===== src/rtl/mmio_pkg.sv =====
// Shared definitions for the memory-mapped UART transmitter.
//   uart_state_t    : transmitter FSM states
//   TX_ADDR_DEFAULT : default transmit-data store address
//   BYTE_W          : width of one serial payload byte
package mmio_pkg;

  typedef enum logic [1:0] {
    IDLE  = 2'd0,
    START = 2'd1,
    DATA  = 2'd2,
    STOP  = 2'd3
  } uart_state_t;

  localparam logic [15:0] TX_ADDR_DEFAULT = 16'hFF00;
  localparam int unsigned BYTE_W          = 8;

endpackage


===== src/rtl/sync_fifo.sv =====
// Synchronous FIFO with registered pointers and occupancy count.
// A push while full is accepted only when a pop happens on the same edge.
// Ports:
//   clk, reset       : clock, synchronous active-high reset
//   push, din        : enqueue request and data
//   pop              : dequeue request (ignored while empty)
//   dout             : head entry, decoded from registered pointer
//   full, empty      : occupancy flags
//   count            : number of stored entries, 0..DEPTH
module sync_fifo #(
  parameter int unsigned WIDTH = 8,
  parameter int unsigned DEPTH = 4
) (
  input  logic                       clk,
  input  logic                       reset,
  input  logic                       push,
  input  logic [WIDTH-1:0]           din,
  input  logic                       pop,
  output logic [WIDTH-1:0]           dout,
  output logic                       full,
  output logic                       empty,
  output logic [$clog2(DEPTH):0]     count
);

  localparam int unsigned PTR_W = $clog2(DEPTH);
  localparam int unsigned CNT_W = PTR_W + 1;

  logic [WIDTH-1:0] mem [DEPTH];
  logic [PTR_W-1:0] wr_ptr;
  logic [PTR_W-1:0] rd_ptr;
  logic             do_push;
  logic             do_pop;

  assign full    = (count == CNT_W'(DEPTH));
  assign empty   = (count == '0);
  assign do_pop  = pop && !empty;
  assign do_push = push && (!full || do_pop);
  assign dout    = mem[rd_ptr];

  // Storage array; no reset needed since validity is tracked by count.
  always_ff @(posedge clk) begin
    if (do_push && !reset) begin
      mem[wr_ptr] <= din;
    end
  end

  // Pointers wrap naturally because DEPTH is a power of two.
  always_ff @(posedge clk) begin
    if (reset) begin
      wr_ptr <= '0;
      rd_ptr <= '0;
      count  <= '0;
    end else begin
      if (do_push) wr_ptr <= wr_ptr + PTR_W'(1);
      if (do_pop)  rd_ptr <= rd_ptr + PTR_W'(1);
      case ({do_push, do_pop})
        2'b10:   count <= count + CNT_W'(1);
        2'b01:   count <= count - CNT_W'(1);
        default: count <= count;
      endcase
    end
  end

endmodule


===== src/rtl/mmio_uart_tx.sv =====
// Memory-mapped 8N1 UART transmitter: CPU stores to TX_ADDR queue bytes in a
// FIFO, and the FSM serialises them LSB first with one start and one stop bit.
// Ports:
//   clk, reset : clock, synchronous active-high reset
//   memwrite   : CPU store strobe
//   dataadr    : CPU store address
//   writedata  : CPU store data, low byte transmitted
//   tx         : serial line, idle high
//   tx_busy    : frame in progress or bytes queued
//   fifo_full  : FIFO holds FIFO_DEPTH entries
//   overflow   : sticky, a store was dropped on a full FIFO
module mmio_uart_tx
  import mmio_pkg::*;
#(
  parameter int unsigned   n            = 16,
  parameter int unsigned   CLKS_PER_BIT = 16,
  parameter int unsigned   FIFO_DEPTH   = 4,
  parameter logic [n-1:0]  TX_ADDR      = n'(TX_ADDR_DEFAULT)
) (
  input  logic         clk,
  input  logic         reset,
  input  logic         memwrite,
  input  logic [n-1:0] dataadr,
  input  logic [n-1:0] writedata,
  output logic         tx,
  output logic         tx_busy,
  output logic         fifo_full,
  output logic         overflow
);

  localparam int unsigned BAUD_W = $clog2(CLKS_PER_BIT);
  localparam int unsigned CNT_W  = $clog2(FIFO_DEPTH) + 1;
  localparam logic [BAUD_W-1:0] BAUD_LAST = BAUD_W'(CLKS_PER_BIT - 1);

  uart_state_t       state;
  logic [BAUD_W-1:0] baud;
  logic [2:0]        bit_idx;
  logic [BYTE_W-1:0] shift;

  logic              push;
  logic              pop;
  logic [BYTE_W-1:0] head;
  logic              empty;
  logic [CNT_W-1:0]  count;
  logic              bit_end;
  logic              unused_hi;

  assign unused_hi = ^writedata[n-1:BYTE_W];

  assign push    = memwrite && (dataadr == TX_ADDR);
  assign bit_end = (baud == BAUD_LAST);
  // Pop on leaving IDLE, or at the end of a stop bit to chain frames gap-free.
  assign pop     = !empty && ((state == IDLE) || ((state == STOP) && bit_end));

  sync_fifo #(
    .WIDTH (BYTE_W),
    .DEPTH (FIFO_DEPTH)
  ) u_fifo (
    .clk   (clk),
    .reset (reset),
    .push  (push),
    .din   (writedata[BYTE_W-1:0]),
    .pop   (pop),
    .dout  (head),
    .full  (fifo_full),
    .empty (empty),
    .count (count)
  );

  assign tx_busy = (state != IDLE) || (count != '0);

  // Transmit FSM; tx is updated alongside each state transition.
  always_ff @(posedge clk) begin
    if (reset) begin
      state    <= IDLE;
      baud     <= '0;
      bit_idx  <= '0;
      shift    <= '0;
      tx       <= 1'b1;
      overflow <= 1'b0;
    end else begin
      if (push && fifo_full && !pop) overflow <= 1'b1;

      case (state)
        IDLE: begin
          tx <= 1'b1;
          if (!empty) begin
            shift <= head;
            baud  <= '0;
            state <= START;
            tx    <= 1'b0;
          end
        end

        START: begin
          if (bit_end) begin
            baud    <= '0;
            bit_idx <= '0;
            state   <= DATA;
            tx      <= shift[0];
          end else begin
            baud <= baud + BAUD_W'(1);
          end
        end

        DATA: begin
          if (bit_end) begin
            baud <= '0;
            if (bit_idx == 3'd7) begin
              state <= STOP;
              tx    <= 1'b1;
            end else begin
              bit_idx <= bit_idx + 3'd1;
              shift   <= {1'b0, shift[BYTE_W-1:1]};
              tx      <= shift[1];
            end
          end else begin
            baud <= baud + BAUD_W'(1);
          end
        end

        STOP: begin
          if (bit_end) begin
            baud <= '0;
            if (!empty) begin
              shift <= head;
              state <= START;
              tx    <= 1'b0;
            end else begin
              state <= IDLE;
              tx    <= 1'b1;
            end
          end else begin
            baud <= baud + BAUD_W'(1);
          end
        end

        default: begin
          state <= IDLE;
          tx    <= 1'b1;
        end
      endcase
    end
  end

endmodule


===== config.mk =====
export PLATFORM = sky130hd
export DESIGN_NAME = mmio_uart_tx
export DESIGN_NICKNAME = d
export VERILOG_FILES = /design/src/rtl/mmio_pkg.sv /design/src/rtl/sync_fifo.sv /design/src/rtl/mmio_uart_tx.sv
export SDC_FILE = /design/constraint.sdc
export NUM_CORES = 1
export LEC_CHECK = 0
export ABC_AREA = 0
export CORE_UTILIZATION = 25
export DETAILED_ROUTE_END_ITERATION = 10
export GPL_ROUTABILITY_DRIVEN = 0
export HOLD_SLACK_MARGIN = 0.02
export PLACE_DENSITY = 0.5
export RECOVER_POWER = 50
export REMOVE_ABC_BUFFERS = 1
export SETUP_SLACK_MARGIN = 0.15
export SYNTH_ARGS = -nofsm -noshare
export SYNTH_HDL_FRONTEND = slang
export SYNTH_SLANG_ARGS = --single-unit

===== constraint.sdc =====
create_clock -name clk -period 3 [get_ports clk]
set_input_delay 0.75 -clock clk [delete_from_list [all_inputs] [get_ports clk]]
set_output_delay 0.75 -clock clk [all_outputs]
set_load 0.01 [all_outputs]

# Yosys cells after proc, flatten, opt, wreduce, memory -nomap -nowiden
# Memory sizes are Yosys's and may differ from the RTL's. A register that Yosys moved wholly into a read port is not among the register bits.
# Index checks and enable logic that the tools add are counted.
totals:
  wordCells: 88
  in_bits: 35
  ram_bits: 32
  ff_bits: 26
  memories: 1
op_classes:
  addsub: 6
  n_eq_ne: 15
  reduce_logical: 27
  n_mux: 30
memory_table:
  columns: ["memory", "words", "word_bits", "read_ports", "rd_clocked_by_memory_dff", "wr", "line_no", "text"]
  rows:
  - ["u_fifo.mem", 4, 8, 1, 1, 1, "sync_fifo.sv:28", "logic [WIDTH-1:0] mem [DEPTH];"]
op_table:
  columns: ["op", "count"]
  rows:
  - ["8-bit 2-to-1 mux", 4]
  - ["8-bit case mux with 3 select lines", 1]
  - ["16-bit == test (second input constant)", 1]
  - ["2-bit 2-to-1 mux", 7]
  - ["2-bit inequality test (second input constant)", 6]
  - ["3-bit case mux with 2 select lines", 2]
  - ["3-bit 2-to-1 mux", 3]
  - ["1-bit logical AND", 8]
  - ["1-bit 2-to-1 mux", 8]
  - ["4-bit 2-to-1 mux", 2]
  - ["2-bit case mux with 4 select lines", 1]
  - ["4-bit case mux with 2 select lines", 1]
  - ["4-bit AND reduction", 2]
  - ["3-bit by 1-bit adder with 3-bit output (second input constant)", 2]
  - ["2-bit == test (second input constant)", 3]
  - ["3-bit == test (second input constant)", 2]
  - ["2-bit nonzero test", 3]
  - ["3-bit nonzero test", 2]
  - ["5-bit AND reduction", 1]
  - ["2-bit by 1-bit adder with 2-bit output (second input constant)", 2]
  - ["4-bit by 1-bit adder with 4-bit output (second input constant)", 1]
  - ["2-bit by 1-bit == test with 1-bit output (second input constant)", 2]
  - ["4-bit == test (second input constant)", 1]
  - ["1-bit logical NOT", 4]
  - ["7 further kinds", 9]

# Longest topological paths before layout
logic_depth:
  ltp_word: 10
  ltp_mapped: 10
  ltp_nobuf: 10

# Modules after synthesis
# A second synthesis with hierarchy kept.
hier_totals:
  cells_unflattened: 235
  hier_area_um2: 2781.4
by_module_without_submodules:
  columns: ["mod", "seq_area_each_um2", "cells_each", "area_each_um2", "instances"]
  rows:
  - ["sync_fifo", 1141.1, 96, 1637.8, 1]
  - ["mmio_uart_tx", 380.4, 139, 1143.6, 1]

# Worst setup path after synthesis
# No wires, ideal clock.
synth_timing:
  path_type: "input -> register"
  start: "input port dataadr[14]"
  end: "register u_fifo.count[2]"
  t_arrival_ns: 2.570
  setup_time_ns: 0.121
  path_slack_ns: 0.310
  n_path_buf: 0
  required_ns: 2.879
  path_stages: 8
  path_cell_list: "and3_1 nor4b_1 a21boi_0 inv_1 fa_1 or2_2 o2bb2ai_1 mux2_2"
synth_via:
  elab_chain_cells: 5
  word_cells_on_any_way: 7
  classes_between: "3 x eq/ne; 1 x mux; 3 x reduce/logical"
synth_lines:
  columns: ["item", "line_no", "text"]
  rows:
  - ["start: declaration", "mmio_uart_tx.sv:23", "input logic [n-1:0] dataadr,"]
  - ["16-bit == test (*)", "mmio_uart_tx.sv:50", "assign push = memwrite && (dataadr == TX_ADDR);"]
  - ["1-bit logical AND (*)", "mmio_uart_tx.sv:50", null]
  - ["1-bit logical AND (*)", "sync_fifo.sv:37", "assign do_push = push && (!full || do_pop);"]
  - ["2-bit by 1-bit == test with 1-bit output or 2-bit == test (tied branches)", "sync_fifo.sv:56", "case ({do_push, do_pop})"]
  - ["3-bit case mux with 2 select lines or 2-bit nonzero test (tied branches)", null, null]
  - ["end signal: assignment", "sync_fifo.sv:57", "2'b10: count <= count + CNT_W'(1);"]
  - ["end signal: assignment", "sync_fifo.sv:58", "2'b01: count <= count - CNT_W'(1);"]
  - ["end signal: assignment", "sync_fifo.sv:59", "default: count <= count;"]
  - ["end: declaration", "sync_fifo.sv:22", "output logic [$clog2(DEPTH):0] count"]
# Every way passes the cells marked *; elsewhere a longest branch is shown, timed or not.
# A chain may end at the register's enable or synchronous reset.

# Worst setup path in the final report
layout_timing:
  start: "register state[0]"
  end: "output port tx_busy"
layout_via:
  elab_chain_cells: 2
layout_lines:
  columns: ["item", "line_no", "text"]
  rows:
  - ["start: declaration", "mmio_uart_tx.sv:35", "uart_state_t state;"]
  - ["start signal: assignment", "mmio_uart_tx.sv:75", "state <= IDLE;"]
  - ["start signal: assignment", "mmio_uart_tx.sv:90", "state <= START;"]
  - ["start signal: assignment", "mmio_uart_tx.sv:99", "state <= DATA;"]
  - ["2-bit nonzero test", "mmio_uart_tx.sv:70", "assign tx_busy = (state != IDLE) || (count != '0);"]
  - ["1-bit logical OR", "mmio_uart_tx.sv:70", null]
  - ["end: declaration", "mmio_uart_tx.sv:26", "output logic tx_busy,"]
# No other way between the ends.

==> flow_summary.yaml <==
sta:
  drv_slew: 0
  worst_pin_slew_ns: 1.34
  rsz0062_at_grt: "false"
  hold_viol: 0
  fmaxAchievable_mhz: 373
  setup_tns_ns: 0
  finalCritPeriodShare: 0.893
  final-setup-viol-count: 0
  max_slew_margin: 0.108
  skew_ns: 0.00989
  fin_crit_ns: 2.68
yosys:
  ys.flop_type: "edfxtp_1"
  syn-cell-area_um2: 2730
  synth.distinct_cells: 44
  synthArstFlopShare: 0
  ys_seq_elements: 60
  syn_avg_cell_area_um2: 12.4
  synth_warnings: 0
  ys_seq_area_frac: 0.557
  synthCells: 221
  synth_edf_count: 32
place:
  numPortBuffers: 30
  hpwl_um: 3550
worst_setup_path:
  cp_data_required_time_ns: 2.25
  rr_startpoint: "state[1]"
  crit_start: "state[0]"
  critical_path_class: "flip-flop to output port"
  start_kind: "flip-flop"
  worstPathArrival_ns: 1.93
  crit_path_end_kind: "output port"
  path_max_fanout: 8
clock_tree:
  clk_latency_ns: 0.34
  htree_levels: 3
  ctsRootBufferMaster: "clkbuf_8"
  cts_tree: "done"
  cts_resized: 0
  numCtsBuffers: 9
  clkTransAtPathRegs_ns: 0.08
  postCtsSetupBuffers: 0
  hold_buffers: 0
  max-clock-path-buffers: 2
  clkSinkCount: 60
die:
  ios: 39
  dieHeight_um: 107
  rows: 37
  dieArea_um2: 11400
  die_x_um: 107
  initial_core_util: 0.261
  core_um2: 10500
finish:
  area_growth_pct: 27.2
  nFillCells: 1089
  diodes: 0
  drive_gt1_frac: 0.171
  finalNetCount: 313
global_route:
  grt_pass1_vias: 1844
  gr-total-overflow: 0
  grt_pass1_wl_um: 8690
  antenna_found_initial: 0
  grtUsageTotal: 0.100
  grt_max_degree: 31
min_path:
  hp-start: "bit_idx[1]"
  hold_class: "flip-flop to flip-flop"
run:
  drv_cap: 0
drt:
  wirelength_um: 4990
  drt_iter0_markers: 55
  dr.pass1.iters: 4
  vias: 1768
  postRouteAntennaNets: 0
  viasPerCell: 4.37
  drcViolationCount: 0
  wl_per_cell_um: 12.3
power_and_ir_drop:
  powerDensity_nw_per_um2: 813
  p_leak_nw: 1.21
  power_w: 0.00283
  peakVddDrop_v: 0.000288
run_status:
  status: "completed"
==> cells by family (layout without fill, tap and decap cells) <==
| kind of cell | count (synthesis) | after routing | synth area share |
|---|---|---|---|
| AO/OA/AOI/OAI | 31 | 31 | 0.0801 |
| XOR/XNOR | 3 | 3 | 0.00961 |
| adder cells (fa/ha/maj) | 14 | 14 | 0.0668 |
| buffers and inverters | 18 | 66 | 0.0261 |
| flip-flops | 60 | 60 | 0.557 |
| multiplexers | 21 | 21 | 0.118 |
| AND/OR/NAND/NOR | 74 | 74 | 0.143 |
==> cells in the final DEF, fill, tap and decap left out, types with 2 or more instances in the layout <==
| cell type | Yosys | final |
|---|---|---|
| o21ai_0 | 4 | 4 |
| inv_6 | 0 | 2 |
| nor3_1 | 4 | 4 |
| buf_12 | 0 | 4 |
| mux2_4 | 2 | 2 |
| a211oi_1 | 7 | 7 |
| a211o_1 | 2 | 2 |
| a21oi_1 | 8 | 8 |
| dfxtp_1 | 28 | 28 |
| xnor2_1 | 2 | 2 |
| and2_1 | 6 | 6 |
| or2_2 | 2 | 2 |
| edfxtp_1 | 32 | 32 |
| and3_1 | 2 | 2 |
| nand4_1 | 4 | 4 |
| clkdlybuf4s50_1 | 0 | 19 |
| inv_1 | 8 | 8 |
| dlygate4sd3_1 | 0 | 11 |
| mux2i_1 | 10 | 10 |
| nand3_1 | 4 | 4 |
| nor2_1 | 31 | 31 |
| clkinv_4 | 0 | 2 |
| clkbuf_8 | 0 | 9 |
| nor2b_1 | 3 | 3 |
| mux4_2 | 8 | 8 |
| ha_1 | 13 | 12 |
| nand2_1 | 9 | 9 |
| buf_4 | 0 | 7 |
| nor4b_1 | 2 | 2 |
==> worst paths after layout <==
kind	slack, ns	depth (start not counted)	to
max	0.32	5	tx_busy
min	0.46	2	bit_idx[1]
max reg2reg	0.37	9	u_fifo.count[2]
min reg2reg	0.46	2	bit_idx[1]
==> where the power goes <==
| part | switching, W | leakage, nW | internal (W) | total [W] |
|---|---|---|---|---|
| registers | 0.000115 | 0.516 | 0.000982 | 0.00110 |
| logic | 0.000525 | 0.606 | 0.000563 | 0.00109 |
| clock network | 0.000337 | 0.0876 | 0.000303 | 0.000640 |
==> synthesized netlist by cell type (all sizes together) (3+ instances only) <==
cell | count | area [um^2]
nor3 | 5 | 36.3
a211oi | 7 | 52.6
buf | 3 | 15.0
nand2 | 9 | 33.8
edfxtp | 32 | 961
inv | 8 | 30.0
and3 | 3 | 20.0
mux2i | 10 | 100
nor2b | 3 | 18.8
mux2 | 3 | 41.3
nand4 | 5 | 46.3
dfxtp | 28 | 561
nand3 | 4 | 20.0
mux4 | 8 | 180
o21ai | 4 | 20.0
ha | 13 | 163
and2 | 6 | 37.5
clkbuf | 7 | 26.3
nor2 | 31 | 116
a21oi | 9 | 48.8
==> final cells by class <==
class	count	area (um^2)	share of cell area
Clock inverter	7	51.3	0.0148
Timing Repair Buffer	42	437	0.126
Multi-Input combinational cell	143	1140	0.329
Sequential cell	60	1520	0.438
Tap cell	136	170	0.0489
Clock buffer	9	124	0.0356
Inverter	8	30.0	0.00864
==> critical path, cell delays in order (launching register included) <==
cell             delay, ns
dfxtp_1               0.38
inv_1                 0.12
ha_1                  0.22
and2_1                0.22
inv_1                 0.11
clkdlybuf4s50_1       0.54
==> stage by stage <==
step	setup slack, ns	util	std cells	hold slack, ns	instance area (um^2)
global route	0.161	0.332	405	0.495	3480
detailed placement	-0.0530	0.316	389	0.456	3300
floorplan	0.310	-	211	0.430	2690
CTS	0.278	0.332	405	0.467	3480
global placement	-0.0736	0.316	389	0.444	3300
finish	0.320	0.332	405	0.461	3480
==> sequential cells by signal (all words and copies together), names as in the netlist, named ones only <==
signal         flops
shift              8
overflow           1
tx                 1
u_fifo.wr_ptr      2
u_fifo.rd_ptr      2
baud               4
bit_idx            3
u_fifo.count       3
u_fifo.mem        32
state              2
==> routing by layer <==
metal / vias up / wire [um] / track usage
li1: 899 / - / -
met1: 843 / 2270 / 0.116
met2: 21 / 2510 / 0.169
met3: 5 / 155 / 0.0353
met4: 0 / 56 / 0.0382
met5: - / 0 / 0
Note: power is estimated with default switching activity, not from simulation.
